## src/rtl/inst_fetch.sv

```systemverilog
// Instruction fetch unit: single-outstanding memory request, 2-entry {pc, inst}
// buffer toward decode, redirect handling with an abandon (DROP) state.
//
//   state | meaning
//   IDLE  | no request; buffer full or waiting for decode to drain
//   REQ   | request at fetch_pc outstanding on imem
//   DROP  | abandoned request still outstanding; its data is discarded on ack
module inst_fetch #(
    parameter logic [31:0] RESET_PC = 32'h0000_0000
) (
    input  logic        clk,
    input  logic        clr,
    output logic        imem_req,
    output logic [31:0] imem_addr,
    input  logic        imem_ack,
    input  logic [31:0] imem_rdata,
    input  logic        redir,
    input  logic [31:0] redir_pc,
    output logic        inst_valid,
    output logic [31:0] inst,
    output logic [31:0] inst_pc,
    input  logic        id_ready
);

    typedef enum logic [1:0] {IDLE, REQ, DROP} state_t;

    state_t      state, state_nxt;
    logic [31:0] fetch_pc, fetch_pc_nxt;
    logic [31:0] drop_pc, drop_pc_nxt;
    logic [31:0] pc0, pc1, word0, word1;
    logic [1:0]  count, count_nxt, count_pop;
    logic        pop, push, flush;
    logic [31:0] target;
    logic        unused_redir_lsbs;

    assign target            = {redir_pc[31:2], 2'b00};
    assign unused_redir_lsbs = ^redir_pc[1:0];

    assign inst_valid = (count != 2'd0);
    assign inst       = word0;
    assign inst_pc    = pc0;
    assign imem_req   = (state == REQ) || (state == DROP);

    always_comb begin
        imem_addr = 32'h0;
        if (state == REQ)
            imem_addr = fetch_pc;
        else if (state == DROP)
            imem_addr = drop_pc;
    end

    // Redirect wins over pop: a stale head must not be consumed on the redirect edge.
    assign pop       = inst_valid && id_ready && !redir;
    assign count_pop = count - 2'(pop);

    always_comb begin
        state_nxt    = state;
        fetch_pc_nxt = fetch_pc;
        drop_pc_nxt  = drop_pc;
        push         = 1'b0;
        flush        = 1'b0;
        case (state)
            IDLE: begin
                if (redir) begin
                    flush        = 1'b1;
                    fetch_pc_nxt = target;
                    state_nxt    = REQ;
                end else if (count_pop < 2'd2) begin
                    state_nxt = REQ;
                end
            end
            REQ: begin
                if (redir) begin
                    flush        = 1'b1;
                    fetch_pc_nxt = target;
                    if (!imem_ack) begin
                        drop_pc_nxt = fetch_pc;
                        state_nxt   = DROP;
                    end
                end else if (imem_ack) begin
                    push         = 1'b1;
                    fetch_pc_nxt = fetch_pc + 32'd4;
                    if (count_pop + 2'd1 >= 2'd2)
                        state_nxt = IDLE;
                end
            end
            DROP: begin
                if (redir) begin
                    flush        = 1'b1;
                    fetch_pc_nxt = target;
                end
                if (imem_ack)
                    state_nxt = REQ;
            end
            default: state_nxt = IDLE;
        endcase
    end

    assign count_nxt = flush ? 2'd0 : count_pop + 2'(push);

    always_ff @(posedge clk or posedge clr) begin
        if (clr) begin
            state    <= IDLE;
            fetch_pc <= RESET_PC;
            drop_pc  <= 32'h0;
            count    <= 2'd0;
        end else begin
            state    <= state_nxt;
            fetch_pc <= fetch_pc_nxt;
            drop_pc  <= drop_pc_nxt;
            count    <= count_nxt;
        end
    end

    // Shift buffer: entry 0 is always the head; push lands after the pop shift.
    always_ff @(posedge clk or posedge clr) begin
        if (clr) begin
            pc0   <= 32'h0;
            pc1   <= 32'h0;
            word0 <= 32'h0;
            word1 <= 32'h0;
        end else if (!flush) begin
            if (pop) begin
                pc0   <= pc1;
                word0 <= word1;
            end
            if (push) begin
                if (count_pop == 2'd0) begin
                    pc0   <= fetch_pc;
                    word0 <= imem_rdata;
                end else begin
                    pc1   <= fetch_pc;
                    word1 <= imem_rdata;
                end
            end
        end
    end

endmodule

```

## config.mk

```make
export PLATFORM = sky130hd
export DESIGN_NAME = inst_fetch
export DESIGN_NICKNAME = d
export VERILOG_FILES = /design/src/rtl/inst_fetch.sv
export SDC_FILE = /design/constraint.sdc
export NUM_CORES = 1
export LEC_CHECK = 0
export BUFFER_PORTS_ARGS = -buffer_cell sky130_fd_sc_hd__buf_2
export CAP_MARGIN = 10
export CORE_MARGIN = 2
export CORE_UTILIZATION = 30
export CTS_BUF_LIST = sky130_fd_sc_hd__clkbuf_4
export DETAILED_ROUTE_END_ITERATION = 12
export PLACE_DENSITY_LB_ADDON = 0.1
export RECOVER_POWER = 50
export SLEW_MARGIN = 20
export SYNTH_ARGS = -nofsm -noshare
export SYNTH_HDL_FRONTEND = slang
export SYNTH_SLANG_ARGS = --single-unit
```

## constraint.sdc

```tcl
create_clock -name clk -period 9.3 [get_ports clk]
set_input_delay 0.465 -clock clk [delete_from_list [all_inputs] [get_ports clk]]
set_output_delay 0.465 -clock clk [all_outputs]
set_load 0.1 [all_outputs]
```

Yosys cells after proc, flatten, opt, wreduce, memory -nomap -nowiden
Index checks and enable logic that the tools add are counted.
{"block": "classes", "n_addsub": 4, "n_lt_le_gt_ge": 2, "n_eq_ne": 8, "muxes": 26, "bitwise_logic": 3, "n_reduce_logical": 14}
{"cell": "2-to-1 mux 32 bit", "count": 11}
{"cell": "one-hot mux 32 bit (2 select lines)", "count": 1}
{"cell": "adder 32 x 3 -> 32 bit (second input constant)", "count": 1}
{"cell": "2-to-1 mux 2 bit", "count": 8}
{"cell": "inequality test 3 bit (second input constant)", "count": 3}
{"cell": "AND reduction 3 bit", "count": 3}
{"cell": "one-hot mux 2 bit (3 select lines)", "count": 1}
{"cell": "2-to-1 mux 1 bit", "count": 5}
{"cell": "AND reduction 5 bit", "count": 1}
{"cell": "logical NOT 2 bit", "count": 2}
{"cell": "nonzero test 2 bit", "count": 2}
{"cell": "inequality test 3 x 2 -> 1 bit (second input constant)", "count": 1}
{"cell": "inverter 1 bit", "count": 3}
{"cell": "OR reduction 3 bit", "count": 1}
{"cell": "adder 2 x 1 -> 2 bit", "count": 1}
{"cell": "adder 2 x 1 -> 2 bit (second input constant)", "count": 1}
{"cell": "== test 2 x 1 -> 1 bit (second input constant)", "count": 1}
{"cell": "== test 2 bit (second input constant)", "count": 1}
{"cell": "greater-or-equal comparator 2 bit (second input constant)", "count": 1}
{"cell": "logical AND 1 bit", "count": 2}
{"cell": "less-than comparator 2 bit (second input constant)", "count": 1}
{"cell": "inequality test 2 x 1 -> 1 bit (second input constant)", "count": 1}
{"cell": "inequality test 2 bit (second input constant)", "count": 1}
{"cell": "OR reduction 2 bit", "count": 1}
{"cell": "3 further kinds", "count": 3}
{"block": "word_totals", "regBits": 196, "inputBits": 69, "word_cells": 65}

Logic depth before layout (Yosys ltp)
{"block": "depth", "word_depth": 10, "ltp_mapped": 10, "mapped_depth_nobuf": 10}

Worst setup path after synthesis
OpenSTA, ideal clock, no wires.
{"block": "synth_timing", "kind": "register -> output", "from": "register state[0]", "to": "output port imem_addr[10]", "t_arrival_ns": 3.429, "required_time_ns": 8.835, "setup_slack_ns": 5.406, "stages_incl_launch_ff": 7, "path_cell_list": "dfrtp_1 > inv_1 > ha_1 > clkbuf_1 > buf_1 > nand2_1 > o21ai_0"}
{"block": "synth_via", "elab_chain_len": 3, "elab_cells_between_ends": 4}
{"item": "start: declaration", "line_no": "27", "rtl": "state_t state, state_nxt;"}
{"item": "start signal: assignment", "line_no": "108", "rtl": "state <= state_nxt;"}
{"item": "== test 2 bit", "line_no": "48", "rtl": "else if (state == DROP)"}
{"item": "2-to-1 mux 32 bit", "line_no": "48"}
{"item": "2-to-1 mux 32 bit (*)", "line_no": "46", "rtl": "if (state == REQ)"}
{"item": "end: declaration", "line_no": "14", "rtl": "output logic [31:0] imem_addr,"}
Mark *: on every way between the ends. The rest lies on a longest branch, timed or not.

==> run summary <==
The number of distinct library cells after synthesis is 53. In this run the post-CTS setup repair buffer count came out at 0. The final-layout fill cell count is 3099.

For this block, the via count after detailed routing is 6576. The total cell area at the placement stage is 0.0101 mm². The met3 track demand over resource came out at 3.50%.

The aggregate global routing overflow is 0. The register bit total from synthesis is 190. The relative max-transition margin is -315%.

The final worst slack is 4.76 ns. The clock insertion delay at the later pin of the skew report came out at 0.61 ns. On the final layout, the worst clock skew is 0.0231 ns. The detail-routed via count per cell is 4.75. The largest fanout of any net on the critical path is 132.

For this run, the leading register cell type out of synthesis is dfrtp_1. For this run, global-route usage on met1 was measured as 21.9%. The clock period minus worst slack is 4.54 ns. The net count of the finished layout came out at 1053. The DRC violation count after routing came out at 0.

The core region is 0.0296 mm². STA classifies the critical path endpoint as an async pin. In this run the register-to-register setup slack is 6.01 ns. Yosys attributes the largest share of cell area to dfrtp_1 (53%), mux2_2 (12%), mux2i_1 (6.9%), a21oi_1 (4.8%), nor2_1 (3.7%).

The run finished, with violations left. The clock sink count is 190. The hold-fix buffer count after cts is 0. The detailed router's first-iteration violation count is 382.

The global-route usage over all layers came out at 15.4%. The share of post-route cells with drive strength above 1 is 26.8%. The sum of negative setup slack is 0 ns.

The tree is rooted in a clkbuf_4. The die extent in y is 177 µm. The routing usage on met2 came out at 23.8%. After detailed routing, the total wire length is 23.8 mm. The cell count after synthesis is 857. TritonCTS built the clock tree.

The startpoint identified for the worst hold timing path is redir_pc[2]. The average detailed-routed wire length per instance is 17.2 µm. For the pin with the worst max-slew slack, the measured transition is 6.19 ns. The total of warnings raised by yosys came out at 0.

The count of H-tree levels built during CTS is 4. The top-area cell type share of the netlist area is 52.9%. The wire length of the first global-routing pass is 37.1 mm. The TritonCTS buffer count is 17. The post-route cell area is 0.0103 mm². The data arrival at the endpoint of the critical path came out at 5.19 ns. During I/O placement, the number of pins put on the boundary was 167. The data required time of the critical path came out at 9.95 ns. The class of the worst hold path is in -> reg.

The post-synth design cell area is 0.00898 mm². The number of search-and-repair iterations in the first detailed-routing pass is 4. Based on the critical path, the design can be clocked at up to 220 MHz. The tool flagged a number of max-cap violations equal to 1. The area added between synthesis and finish is 14.9%. In this run the mean area of a mapped cell was 10.5 µm². The max-slew violation total from the final report is 133. The critical path is of the in -> async type. In the synthesized netlist the async set-or-reset flop fraction comes to 100%. The worst setup path startpoint is clr. The clock tree buffer depth came out at 2. The die boundary width is 177 µm.

The maximum number of pins on one net before global-route repair came out at 133. The post-detailed-placement half-perimeter wirelength came out at 15.4 mm. The count of nets left with antenna violations once routing finished came out at 0. STA classifies the critical path startpoint as an input port. The number of endpoints with negative hold slack in the final report came to 0. Setup repair after global routing left no endpoint under its margin. In this run the tool buffered the top-level ports with 162 buffer cells. The checks that failed: max-capacitance violations, max-slew violations. The setup violation total in the final timing report came out at 0. The number of antenna violations at the first check in global routing is 2. After clock tree synthesis, the repair step resized 0 gates. Clock-pin slew was measured on the worst setup and hold paths at 0.17 ns. The number of placement rows is 63.

The global placer's final weighted congestion is 0.751. Before CTS, the worst setup slack after placement is 5.98 ns. The die covers 0.0313 mm². Sequential elements use 52.9% of the synthesized area.

In this run the critical register-to-register path is launched from state[1]$_DFFE_PP0P_. The synthesized design contains 0 enable-type register cells. The via count of the first global-routing pass is 6407. The most heavily used metal layer in global routing is met2.

Once the floorplan was initialized, standard cells occupied 30.4% of the core. After layout, the worst path uses 48.8% of the clock period. The largest total area in the synthesized netlist belongs to dfrtp_1.
critical path, cell delays in order:
cell and delay [ns]:
buf_2 0.10, clkinvlp_2 3.42, buf_4 1.02
path summary, 6_finish.rpt:
path / end / cells after the start
max in group clk: imem_addr[12] / 6
max: inst[17]$_DFFE_PP0N_ / 3
min in group asynchronous: inst[6]$_DFFE_PP0N_ / 2
max reg2reg: inst_pc[2]$_DFFE_PP0N_ / 9
min reg2reg: pc1[22]$_DFFE_PP0P_ / 1
min: fetch_pc[2]$_DFFE_PP0P_ / 3
registers in the layout (all words and copies together), names as in the netlist:
name / cells
count: 2
drop_pc: 30
fetch_pc: 30
inst: 32
inst_pc: 32
pc1: 30
state: 2
word1: 32
cell type report:
cell class                 count  area [µm²]  share of cell area (%)
timing repair buffer         173         833                    8.08
inverter                       5        20.0                   0.194
sequential                   190        4750                    46.1
antenna                        3        7.51                  0.0728
multi-input combinational    590        3960                    38.3
tap                          390         488                    4.73
clock inverter                15         133                    1.29
clock buffer                  17         128                    1.24
cell usage in the layout (no fill, tap or decap), types with 17 or more instances in the layout:
master      n
buf_2     114
mux2i_1    62
nor2_1     88
clkbuf_1   48
o21ai_0    43
clkbuf_4   17
nand2_1    83
mux2_2     92
a21oi_1    86
dfrtp_1   190
Yosys cell counts, types with 2 or more instances:
master,count
nand4_1,3
nor2b_1,4
o21ai_0,43
o21a_1,3
or2_2,2
or3_1,8
nor4_1,4
dfrtp_1,190
a211oi_1,4
nor3_1,17
and3b_1,2
a31oi_1,5
clkbuf_2,2
nand2b_1,4
buf_4,2
nor2_1,89
mux2_2,92
and4_1,2
a21oi_1,86
nand3_1,14
buf_2,13
o22a_1,5
ha_1,7
clkbuf_1,46
mux2i_1,62
a2bb2oi_1,4
a22o_1,4
and3_1,6
o22ai_1,11
inv_1,5
a311oi_1,5
buf_1,9
nand2_1,84
metal layers:
layer,vias to the layer above,wire length [µm]
li1,3264,-
met4,0,164
met5,-,0
met3,12,892
met1,3180,11800
met2,120,10900
logic make-up after synthesis:
family	count (synthesis)	synth area share, %
AND/OR/NAND/NOR	245	12.2
multiplexers	154	18.4
AO/OA/AOI/OAI	181	11.7
other	1	0.0417
buffers and inverters	78	3.64
flip-flops	190	52.9
adder cells (fa/ha/maj)	7	0.975
XOR/XNOR	1	0.0975
metrics by stage:
step | hold WS, ns | instances | utilization (%)
after floorplan | 0.479 | 858 | -
after global placement | 0.486 | 1348 | 34.2
after detailed placement | 0.492 | 1348 | 34.2
after CTS | 0.00769 | 1380 | 35.1
after global routing | 0.0129 | 1382 | 34.9
final | 0.0760 | 1383 | 34.9
Power is left out: the tool's default activity adds up to more than one toggle a clock period on the data nets, which glitch-free logic cannot reach.
